--- src/rtl/mem_arbiter_pkg.sv ---
// Shared constants and types for the two-requester RAM controller.
package mem_arb_pkg;

  localparam int DATA_W    = 8;
  localparam int ADDR_W    = 5;
  localparam int RAM_DEPTH = 2 ** ADDR_W;

  typedef enum logic {
    ST_CLEAR = 1'b0,
    ST_RUN   = 1'b1
  } state_t;

  // Requester ids, carried as the response tag.
  localparam logic REQ0 = 1'b0;
  localparam logic REQ1 = 1'b1;

endpackage

--- src/rtl/mem_arbiter_if.sv ---
// Request/response channels of both requesters plus the init flag.
interface mem_arbiter_if #(
  parameter int DATA_W = mem_arb_pkg::DATA_W,
  parameter int ADDR_W = mem_arb_pkg::ADDR_W
);

  logic              req0_valid;
  logic              req0_ready;
  logic              req0_we;
  logic [ADDR_W-1:0] req0_addr;
  logic [DATA_W-1:0] req0_wdata;
  logic              req1_valid;
  logic              req1_ready;
  logic              req1_we;
  logic [ADDR_W-1:0] req1_addr;
  logic [DATA_W-1:0] req1_wdata;
  logic              rsp0_valid;
  logic [DATA_W-1:0] rsp0_rdata;
  logic              rsp1_valid;
  logic [DATA_W-1:0] rsp1_rdata;
  logic              init_done;

  // Requester side.
  modport master (
    output req0_valid, req0_we, req0_addr, req0_wdata,
    output req1_valid, req1_we, req1_addr, req1_wdata,
    input  req0_ready, req1_ready,
    input  rsp0_valid, rsp0_rdata, rsp1_valid, rsp1_rdata,
    input  init_done
  );

  // Controller side.
  modport slave (
    input  req0_valid, req0_we, req0_addr, req0_wdata,
    input  req1_valid, req1_we, req1_addr, req1_wdata,
    output req0_ready, req1_ready,
    output rsp0_valid, rsp0_rdata, rsp1_valid, rsp1_rdata,
    output init_done
  );

endinterface

--- src/rtl/mem_arbiter_arb.sv ---
// Two-way round-robin arbiter: combinational one-hot grant, registered
// priority pointer that moves to the loser after every grant.
module rr_arbiter2 (
  input  logic       Clock,
  input  logic       Reset,
  input  logic       en,
  input  logic [1:0] valid,
  output logic [1:0] grant
);
  import mem_arb_pkg::*;

  logic ptr;  // id of the requester that wins a tie

  // Grant selection from the valids and the priority pointer.
  always_comb begin
    grant = 2'b00;
    if (en) begin
      if (valid == 2'b11) begin
        grant = (ptr == REQ1) ? 2'b10 : 2'b01;
      end else begin
        grant = valid;
      end
    end
  end

  // Pointer update: the requester not granted gets priority next.
  always_ff @(posedge Clock) begin
    if (Reset) begin
      ptr <= REQ0;
    end else if (grant[0]) begin
      ptr <= REQ1;
    end else if (grant[1]) begin
      ptr <= REQ0;
    end
  end

endmodule

--- src/rtl/mem_arbiter.sv ---
// Two-requester controller for a single-port synchronous RAM. Zero-fills
// the RAM after reset, then arbitrates round-robin and returns read data
// two cycles after acceptance on the requester's response channel.
module mem_arbiter #(
  parameter int DATA_W = mem_arb_pkg::DATA_W,
  parameter int ADDR_W = mem_arb_pkg::ADDR_W
) (
  input  logic              Clock,
  input  logic              Reset,
  mem_arbiter_if.slave      bus,
  output logic [DATA_W-1:0] ram_D,
  output logic [ADDR_W-1:0] ram_Address,
  output logic              ram_WE,
  input  logic [DATA_W-1:0] ram_Q
);
  import mem_arb_pkg::*;

  state_t            state;
  logic [ADDR_W:0]   clr_cnt;   // extra bit flags completion after the last address
  logic              init_done_q;
  logic              run;
  logic [1:0]        grant;

  logic              acc_p0;
  logic              we_p0;
  logic              tag_p0;
  logic [ADDR_W-1:0] addr_p0;
  logic [DATA_W-1:0] wdata_p0;

  logic              vld_p1;    // read command on the RAM port this cycle
  logic              tag_p1;

  logic              vld_p2;    // ram_Q holds that read's data this cycle
  logic              tag_p2;

  assign run = (state == ST_RUN);

  rr_arbiter2 u_arb (
    .Clock (Clock),
    .Reset (Reset),
    .en    (run),
    .valid ({bus.req1_valid, bus.req0_valid}),
    .grant (grant)
  );

  assign bus.req0_ready = grant[0];
  assign bus.req1_ready = grant[1];
  assign bus.init_done  = init_done_q;

  // ---- p0: acceptance; select the granted requester's command ----
  always_comb begin
    acc_p0   = grant[0] | grant[1];
    tag_p0   = grant[1] ? REQ1 : REQ0;
    we_p0    = grant[1] ? bus.req1_we    : bus.req0_we;
    addr_p0  = grant[1] ? bus.req1_addr  : bus.req0_addr;
    wdata_p0 = grant[1] ? bus.req1_wdata : bus.req0_wdata;
  end

  // ---- p1: RAM drive; clear FSM and accepted-command registers ----
  always_ff @(posedge Clock) begin
    if (Reset) begin
      state       <= ST_CLEAR;
      clr_cnt     <= '0;
      init_done_q <= 1'b0;
      ram_WE      <= 1'b0;
      ram_Address <= '0;
      ram_D       <= '0;
      vld_p1      <= 1'b0;
      tag_p1      <= REQ0;
    end else begin
      case (state)
        ST_CLEAR: begin
          vld_p1 <= 1'b0;
          if (clr_cnt[ADDR_W]) begin
            state       <= ST_RUN;
            init_done_q <= 1'b1;
            ram_WE      <= 1'b0;
          end else begin
            ram_WE      <= 1'b1;
            ram_Address <= clr_cnt[ADDR_W-1:0];
            ram_D       <= '0;
            clr_cnt     <= clr_cnt + 1'b1;
          end
        end
        ST_RUN: begin
          // Idle cycles keep address/data and only drop WE.
          ram_WE <= acc_p0 & we_p0;
          vld_p1 <= acc_p0 & ~we_p0;
          tag_p1 <= tag_p0;
          if (acc_p0) begin
            ram_Address <= addr_p0;
            ram_D       <= wdata_p0;
          end
        end
        default: state <= ST_CLEAR;
      endcase
    end
  end

  // ---- p2: RAM output valid; response tag follows the read ----
  always_ff @(posedge Clock) begin
    if (Reset) begin
      vld_p2 <= 1'b0;
      tag_p2 <= REQ0;
    end else begin
      vld_p2 <= vld_p1;
      tag_p2 <= tag_p1;
    end
  end

  // Response demux: data is taken straight from ram_Q, zero when idle.
  always_comb begin
    bus.rsp0_valid = vld_p2 & (tag_p2 == REQ0);
    bus.rsp1_valid = vld_p2 & (tag_p2 == REQ1);
    bus.rsp0_rdata = bus.rsp0_valid ? ram_Q : '0;
    bus.rsp1_rdata = bus.rsp1_valid ? ram_Q : '0;
  end

endmodule

--- src/flat_wrapper.sv ---
// flat-port wrapper written by rule: the top's interface ports become plain ports
module mem_arbiter_flat import mem_arb_pkg::*;
#(
  parameter int DATA_W = mem_arb_pkg::DATA_W,
  parameter int ADDR_W = mem_arb_pkg::ADDR_W
)
  (Clock, Reset, ram_D, ram_Address, ram_WE, ram_Q, bus_req0_valid, bus_req0_we, bus_req0_addr, bus_req0_wdata, bus_req1_valid, bus_req1_we, bus_req1_addr, bus_req1_wdata, bus_req0_ready, bus_req1_ready, bus_rsp0_valid, bus_rsp0_rdata, bus_rsp1_valid, bus_rsp1_rdata, bus_init_done);
  mem_arbiter_if #(.DATA_W(DATA_W), .ADDR_W(ADDR_W)) bus_i ();
  input  logic Clock;
  input  logic Reset;
  output logic [DATA_W-1:0] ram_D;
  output logic [ADDR_W-1:0] ram_Address;
  output logic ram_WE;
  input  logic [DATA_W-1:0] ram_Q;
  input wire logic [$bits(bus_i.req0_valid)-1:0] bus_req0_valid;
  input wire logic [$bits(bus_i.req0_we)-1:0] bus_req0_we;
  input wire logic [$bits(bus_i.req0_addr)-1:0] bus_req0_addr;
  input wire logic [$bits(bus_i.req0_wdata)-1:0] bus_req0_wdata;
  input wire logic [$bits(bus_i.req1_valid)-1:0] bus_req1_valid;
  input wire logic [$bits(bus_i.req1_we)-1:0] bus_req1_we;
  input wire logic [$bits(bus_i.req1_addr)-1:0] bus_req1_addr;
  input wire logic [$bits(bus_i.req1_wdata)-1:0] bus_req1_wdata;
  output wire logic [$bits(bus_i.req0_ready)-1:0] bus_req0_ready;
  output wire logic [$bits(bus_i.req1_ready)-1:0] bus_req1_ready;
  output wire logic [$bits(bus_i.rsp0_valid)-1:0] bus_rsp0_valid;
  output wire logic [$bits(bus_i.rsp0_rdata)-1:0] bus_rsp0_rdata;
  output wire logic [$bits(bus_i.rsp1_valid)-1:0] bus_rsp1_valid;
  output wire logic [$bits(bus_i.rsp1_rdata)-1:0] bus_rsp1_rdata;
  output wire logic [$bits(bus_i.init_done)-1:0] bus_init_done;
  assign bus_i.req0_valid = bus_req0_valid;
  assign bus_i.req0_we = bus_req0_we;
  assign bus_i.req0_addr = bus_req0_addr;
  assign bus_i.req0_wdata = bus_req0_wdata;
  assign bus_i.req1_valid = bus_req1_valid;
  assign bus_i.req1_we = bus_req1_we;
  assign bus_i.req1_addr = bus_req1_addr;
  assign bus_i.req1_wdata = bus_req1_wdata;
  assign bus_req0_ready = bus_i.req0_ready;
  assign bus_req1_ready = bus_i.req1_ready;
  assign bus_rsp0_valid = bus_i.rsp0_valid;
  assign bus_rsp0_rdata = bus_i.rsp0_rdata;
  assign bus_rsp1_valid = bus_i.rsp1_valid;
  assign bus_rsp1_rdata = bus_i.rsp1_rdata;
  assign bus_init_done = bus_i.init_done;
  mem_arbiter #(.DATA_W(DATA_W), .ADDR_W(ADDR_W)) u_core (.Clock(Clock), .Reset(Reset), .bus(bus_i), .ram_D(ram_D), .ram_Address(ram_Address), .ram_WE(ram_WE), .ram_Q(ram_Q));
endmodule
--- config.mk ---
export PLATFORM = sky130hd
export DESIGN_NAME = mem_arbiter_flat
export DESIGN_NICKNAME = d
export VERILOG_FILES = /design/src/rtl/mem_arbiter_pkg.sv /design/src/rtl/mem_arbiter_if.sv /design/src/rtl/mem_arbiter_arb.sv /design/src/rtl/mem_arbiter.sv /design/src/flat_wrapper.sv
export SDC_FILE = /design/constraint.sdc
export NUM_CORES = 1
export LEC_CHECK = 0
export BUFFER_PORTS_ARGS = -buffer_cell sky130_fd_sc_hd__buf_2
export CAP_MARGIN = 10
export CORE_AREA = 2 2 79 43
export DETAILED_ROUTE_END_ITERATION = 8
export DIE_AREA = 0 0 81 45
export PLACE_DENSITY = 0.89
export SLEW_MARGIN = 20
export SYNTH_ARGS = -nofsm -noshare
export SYNTH_HDL_FRONTEND = slang
export SYNTH_SLANG_ARGS = --single-unit
export TNS_END_PERCENT = 30
--- constraint.sdc ---
create_clock -name Clock -period 2.2 [get_ports Clock]
set_input_delay 0.44 -clock Clock [delete_from_list [all_inputs] [get_ports Clock]]
set_output_delay 0.44 -clock Clock [all_outputs]
set_load 0.01 [all_outputs]
; Word level (Yosys, flattened, before mapping)
; Cells that the tools add are included.
[word_totals]
regBits = 27
output_inout_bits = 35
word_cells = 52
[classes]
add_sub_neg = 1
eq_ne = 3
n_mux = 23
bitwise_logic = 9
reduce_logical = 4
[op_table]
columns = op, count
row1 = $mux W8, 5
row2 = $pmux W8 S2, 1
row3 = $mux W5, 3
row4 = $pmux W5 S2, 1
row5 = $mux W1, 7
row6 = $add A6 B1 Y6 const B, 1
row7 = $mux W2, 3
row8 = $mux W6, 1
row9 = $reduce_and A2 Y1, 3
row10 = $and A1 B1 Y1, 4
row11 = $ne A2 B2 Y1 const B, 2
row12 = $not A1 Y1, 4
row13 = $pmux W1 S2, 2
row14 = $eq A2 B2 Y1 const B, 1
row15 = $reduce_bool A2 Y1, 1
row16 = $or A1 B1 Y1, 1

; Longest topological paths before layout
[logic_depth]
word_depth = 7
depth_mapped = 5

; Modules after synthesis
; Synthesis repeated with hierarchy kept, for this count alone.
[hier_totals]
hier_cells = 141
area_unflattened_um2 = 1318.8
[modules_own_cells]
columns = module, n_inst, cells_per_inst, area_each_um2, seq_area_each_um2
row1 = mem_arbiter, 1, 133, 1263.7, 520.5
row2 = rr_arbiter2, 1, 8, 55.1, 20.0

; Least setup slack after synthesis
; Ideal clock, no wire load.
[synth_path]
kind = register -> output
startpoint = register u_core.state (netlist: u_core.run)
endpoint = output bus_req0_ready
arrival_time_ps = 1005
t_required_ps = 1760
slack_ps = 755
stages_incl_launch_ff = 5
path_buffers = 2
path_cell_list = dfxtp_1 > buf_2 > buf_2 > nand2_1 > a21oi_1
[synth_via]
elab_chain_cells = 1
[synth_lines]
columns = element, line_no
row1 = start: declaration, mem_arbiter.sv:18  ; state_t state;
row2 = start signal: assignment, mem_arbiter.sv:62  ; state <= ST_CLEAR;
row3 = start signal: assignment, mem_arbiter.sv:75  ; state <= ST_RUN;
row4 = start signal: assignment, mem_arbiter.sv:95  ; default: state <= ST_CLEAR;
row5 = $mux W2, mem_arbiter_arb.sv:17  ; if (en) begin
row6 = end: declaration, flat_wrapper.sv:23  ; output wire logic [$bits(bus_i.req0_ready)-1:0] bus_req0_ready;
; Every way passes these cells.

; Worst setup path after layout
[layout_path]
startpoint = register u_core.vld_p2
endpoint = output bus_rsp0_rdata[4]
[layout_via]
elab_chain_cells = 2
[layout_lines]
columns = element, line_no
row1 = start: declaration, mem_arbiter.sv:33  ; logic vld_p2;
row2 = start signal: assignment, mem_arbiter.sv:106  ; vld_p2 <= vld_p1;
row3 = $and A1 B1 Y1, mem_arbiter.sv:113  ; bus.rsp0_valid = vld_p2 & (tag_p2 == REQ0);
row4 = $mux W8, mem_arbiter.sv:115  ; bus.rsp0_rdata = bus.rsp0_valid ? ram_Q : '0;
row5 = end: declaration, flat_wrapper.sv:26  ; output wire logic [$bits(bus_i.rsp0_rdata)-1:0] bus_rsp0_rdata;
; Every way passes these cells.

==> metrics <==
Avg Cell Area, Syn ~9.7 um^2; status complete, no violations; Routed WL slightly above 3000 um; top cell type by total area after synthesis dfxtp_1; I/O pins 75; root buffer cell clkbuf_8; Synth Flop Type dfxtp_1; Final setup viols 0; final worst slack just over 0.3 ns; GRT Total Usage 0.171; Cells after Synth approximately 140; initial antenna violation count 0; GR Overflow Total 0; first-pass GRT wire length ~4800 um; CP Launch Type flop; yosys synthesis warning count 0; Final ANT Viol Nets 0; Max Clk Rate 529 MHz; Worst-Margin Slew 0.807 ns; Clock Latency Late Sink roughly 0.27 ns; synthesized cell area approximately 1300 um^2; NumNets Final 250; maximum root-to-sink buffer count 2; vias per cell ~5; max reg flops 8; pre-CTS setup slack around 0.38 ns; CP required between 1.5 and 2 ns; share of the synthesized area in the top cell type 0.408; Post-synth EDFFs 0; CTS tree yes; Critical Path Fanout Max 10; final hold vios 0; fraction of layout cells with a size suffix above 1 0.413; Hold Path Depth 3; sequential cell area fraction in the yosys report 0.408; area of the core roughly 2900 um^2; pin count of the biggest net entering global routing 18; # hold bufs at CTS 0; initial core utilization 0.456; DR iter-0 viols 31; maxcap violations 0; most common cell after layout, fill and taps aside buf_2; Post-CTS Setup Inserts 0; final period utilization 0.859; clock sink count 27; Crit Path Category flop to primary output; HP Class input pin to flop; DRC 0; reg2reg path depth 3; routed length per placed instance approximately 12 um; worst vdd ir 0.320 mV; RSZ-0062 raised after global routing no; Slew Viols, Final 0; Port Buffer Count 74; post_cts resized 0; post-synthesis async set-or-reset flop share 0; GPL Wtd Cong a little under 0.8; Biggest register u_core.ram_D; area added between synthesis and finish 31.1%; clock transition at the registers of the reported paths around 0.090 ns; FF+latch count, synth 27; site row count 14; crit path capture type primary output; crit path time final between 1.5 and 2 ns; vias in the first global route 1130; Final Skew between 0.001 and 0.0015 ns; die height about 45 um; Post-Syn Nets between 150 and 200; total number of vias between 1k and 1.5k; normalized max-slew margin 0.460; Critical Path AT ~1.5 ns; Synth cell types 35; n_diodes 0; Layout fillers 260; Leakage slightly below 0.0009 uW; dpl hpwl roughly 2400 um; H-Tree Depth 1; setup TNS 0 ns; die area 3650 um^2; Initial DRT Pass Iterations 6; Num CTS Buffers 3; most frequent cells in the layout 74 x buf_2, 27 x dfxtp_1, 13 x nor2_1, 10 x and2_1, 10 x mux2i_1; Largest regs u_core.ram_D: 8 flops, u_core.clr_cnt: 6 flops, u_core.ram_Address: 5 flops; top post-synthesis cells by area dfxtp_1 41%, mux2i_1 7.5%, and2_1 4.7%; pwr dens 502 nW/um^2; Die X about 81 um
worst paths after layout:
check | endpoint | slack (ns) | start
setup / recovery | bus_rsp0_rdata[4] | 0.31 | u_core.vld_p2
hold / removal | u_core.ram_D[3] | 0.43 | bus_req1_wdata[3]
setup reg to reg | u_core.ram_Address[2] | 0.46 | u_core.run
hold reg to reg | u_core.vld_p2 | 0.45 | u_core.vld_p1
worst max-delay path, stage by stage (launching register included):
cell and delay [ns]:
dfxtp_1 0.46, nor2b_1 0.41, and2_1 0.19, buf_2 0.12
where the power goes:
group | switching, uW | leakage, uW | internal, uW
combinational | 41.9 | 0.000640 | 50.3
sequential | 7.12 | 0.000219 | 497
clock | 147 | 0.0000228 | 130
layer usage:
| metal | vias up | share of wire | track usage |
|---|---|---|---|
| li1 | 640 | - | - |
| met1 | 573 | 0.41 | 0.186 |
| met2 | 30 | 0.52 | 0.331 |
| met3 | 4 | 0.052 | 0.0440 |
| met4 | 0 | 0.013 | 0.0576 |
| met5 | - | 0 | 0 |
layout make-up:
type | count | area, um^2 | area share
inverter | 1 | 3.75 | 0.00216
timing repair buffer | 76 | 385 | 0.222
sequential | 27 | 541 | 0.311
clock buffer | 4 | 45.0 | 0.0259
multi-input combinational | 100 | 714 | 0.411
tap | 40 | 50.0 | 0.0288
metrics by stage:
stage	hold slack [ns]	cell area, um^2	std cells	utilization	power (uW)
after floorplan	0.414	1330	137	-	561
after global placement	0.419	1690	244	0.583	605
after detailed placement	0.442	1690	244	0.583	609
after CTS	0.430	1740	248	0.598	882
after global routing	0.436	1740	248	0.598	913
final	0.431	1740	248	0.598	873
cells by family after synthesis:
group | after synthesis | share of synthesized area
XOR/XNOR | 4 | 0.0264
multiplexers | 10 | 0.0755
AND/OR/NAND/NOR | 56 | 0.248
flip-flops | 27 | 0.408
buffers and inverters | 10 | 0.0538
adder cells (fa/ha/maj) | 1 | 0.00943
AO/OA/AOI/OAI | 29 | 0.179
cells in the mapped netlist, types with 4 or more instances:
library cell  number
o21a_1             5
buf_6              4
o2bb2ai_1          7
a21oi_1            4
mux2i_1           10
dfxtp_1           27
and3_1             8
nand2_1            4
nor2_1            13
nand3b_1           8
a32o_1             4
and2_1            10
(Power assumes the default switching activity.)
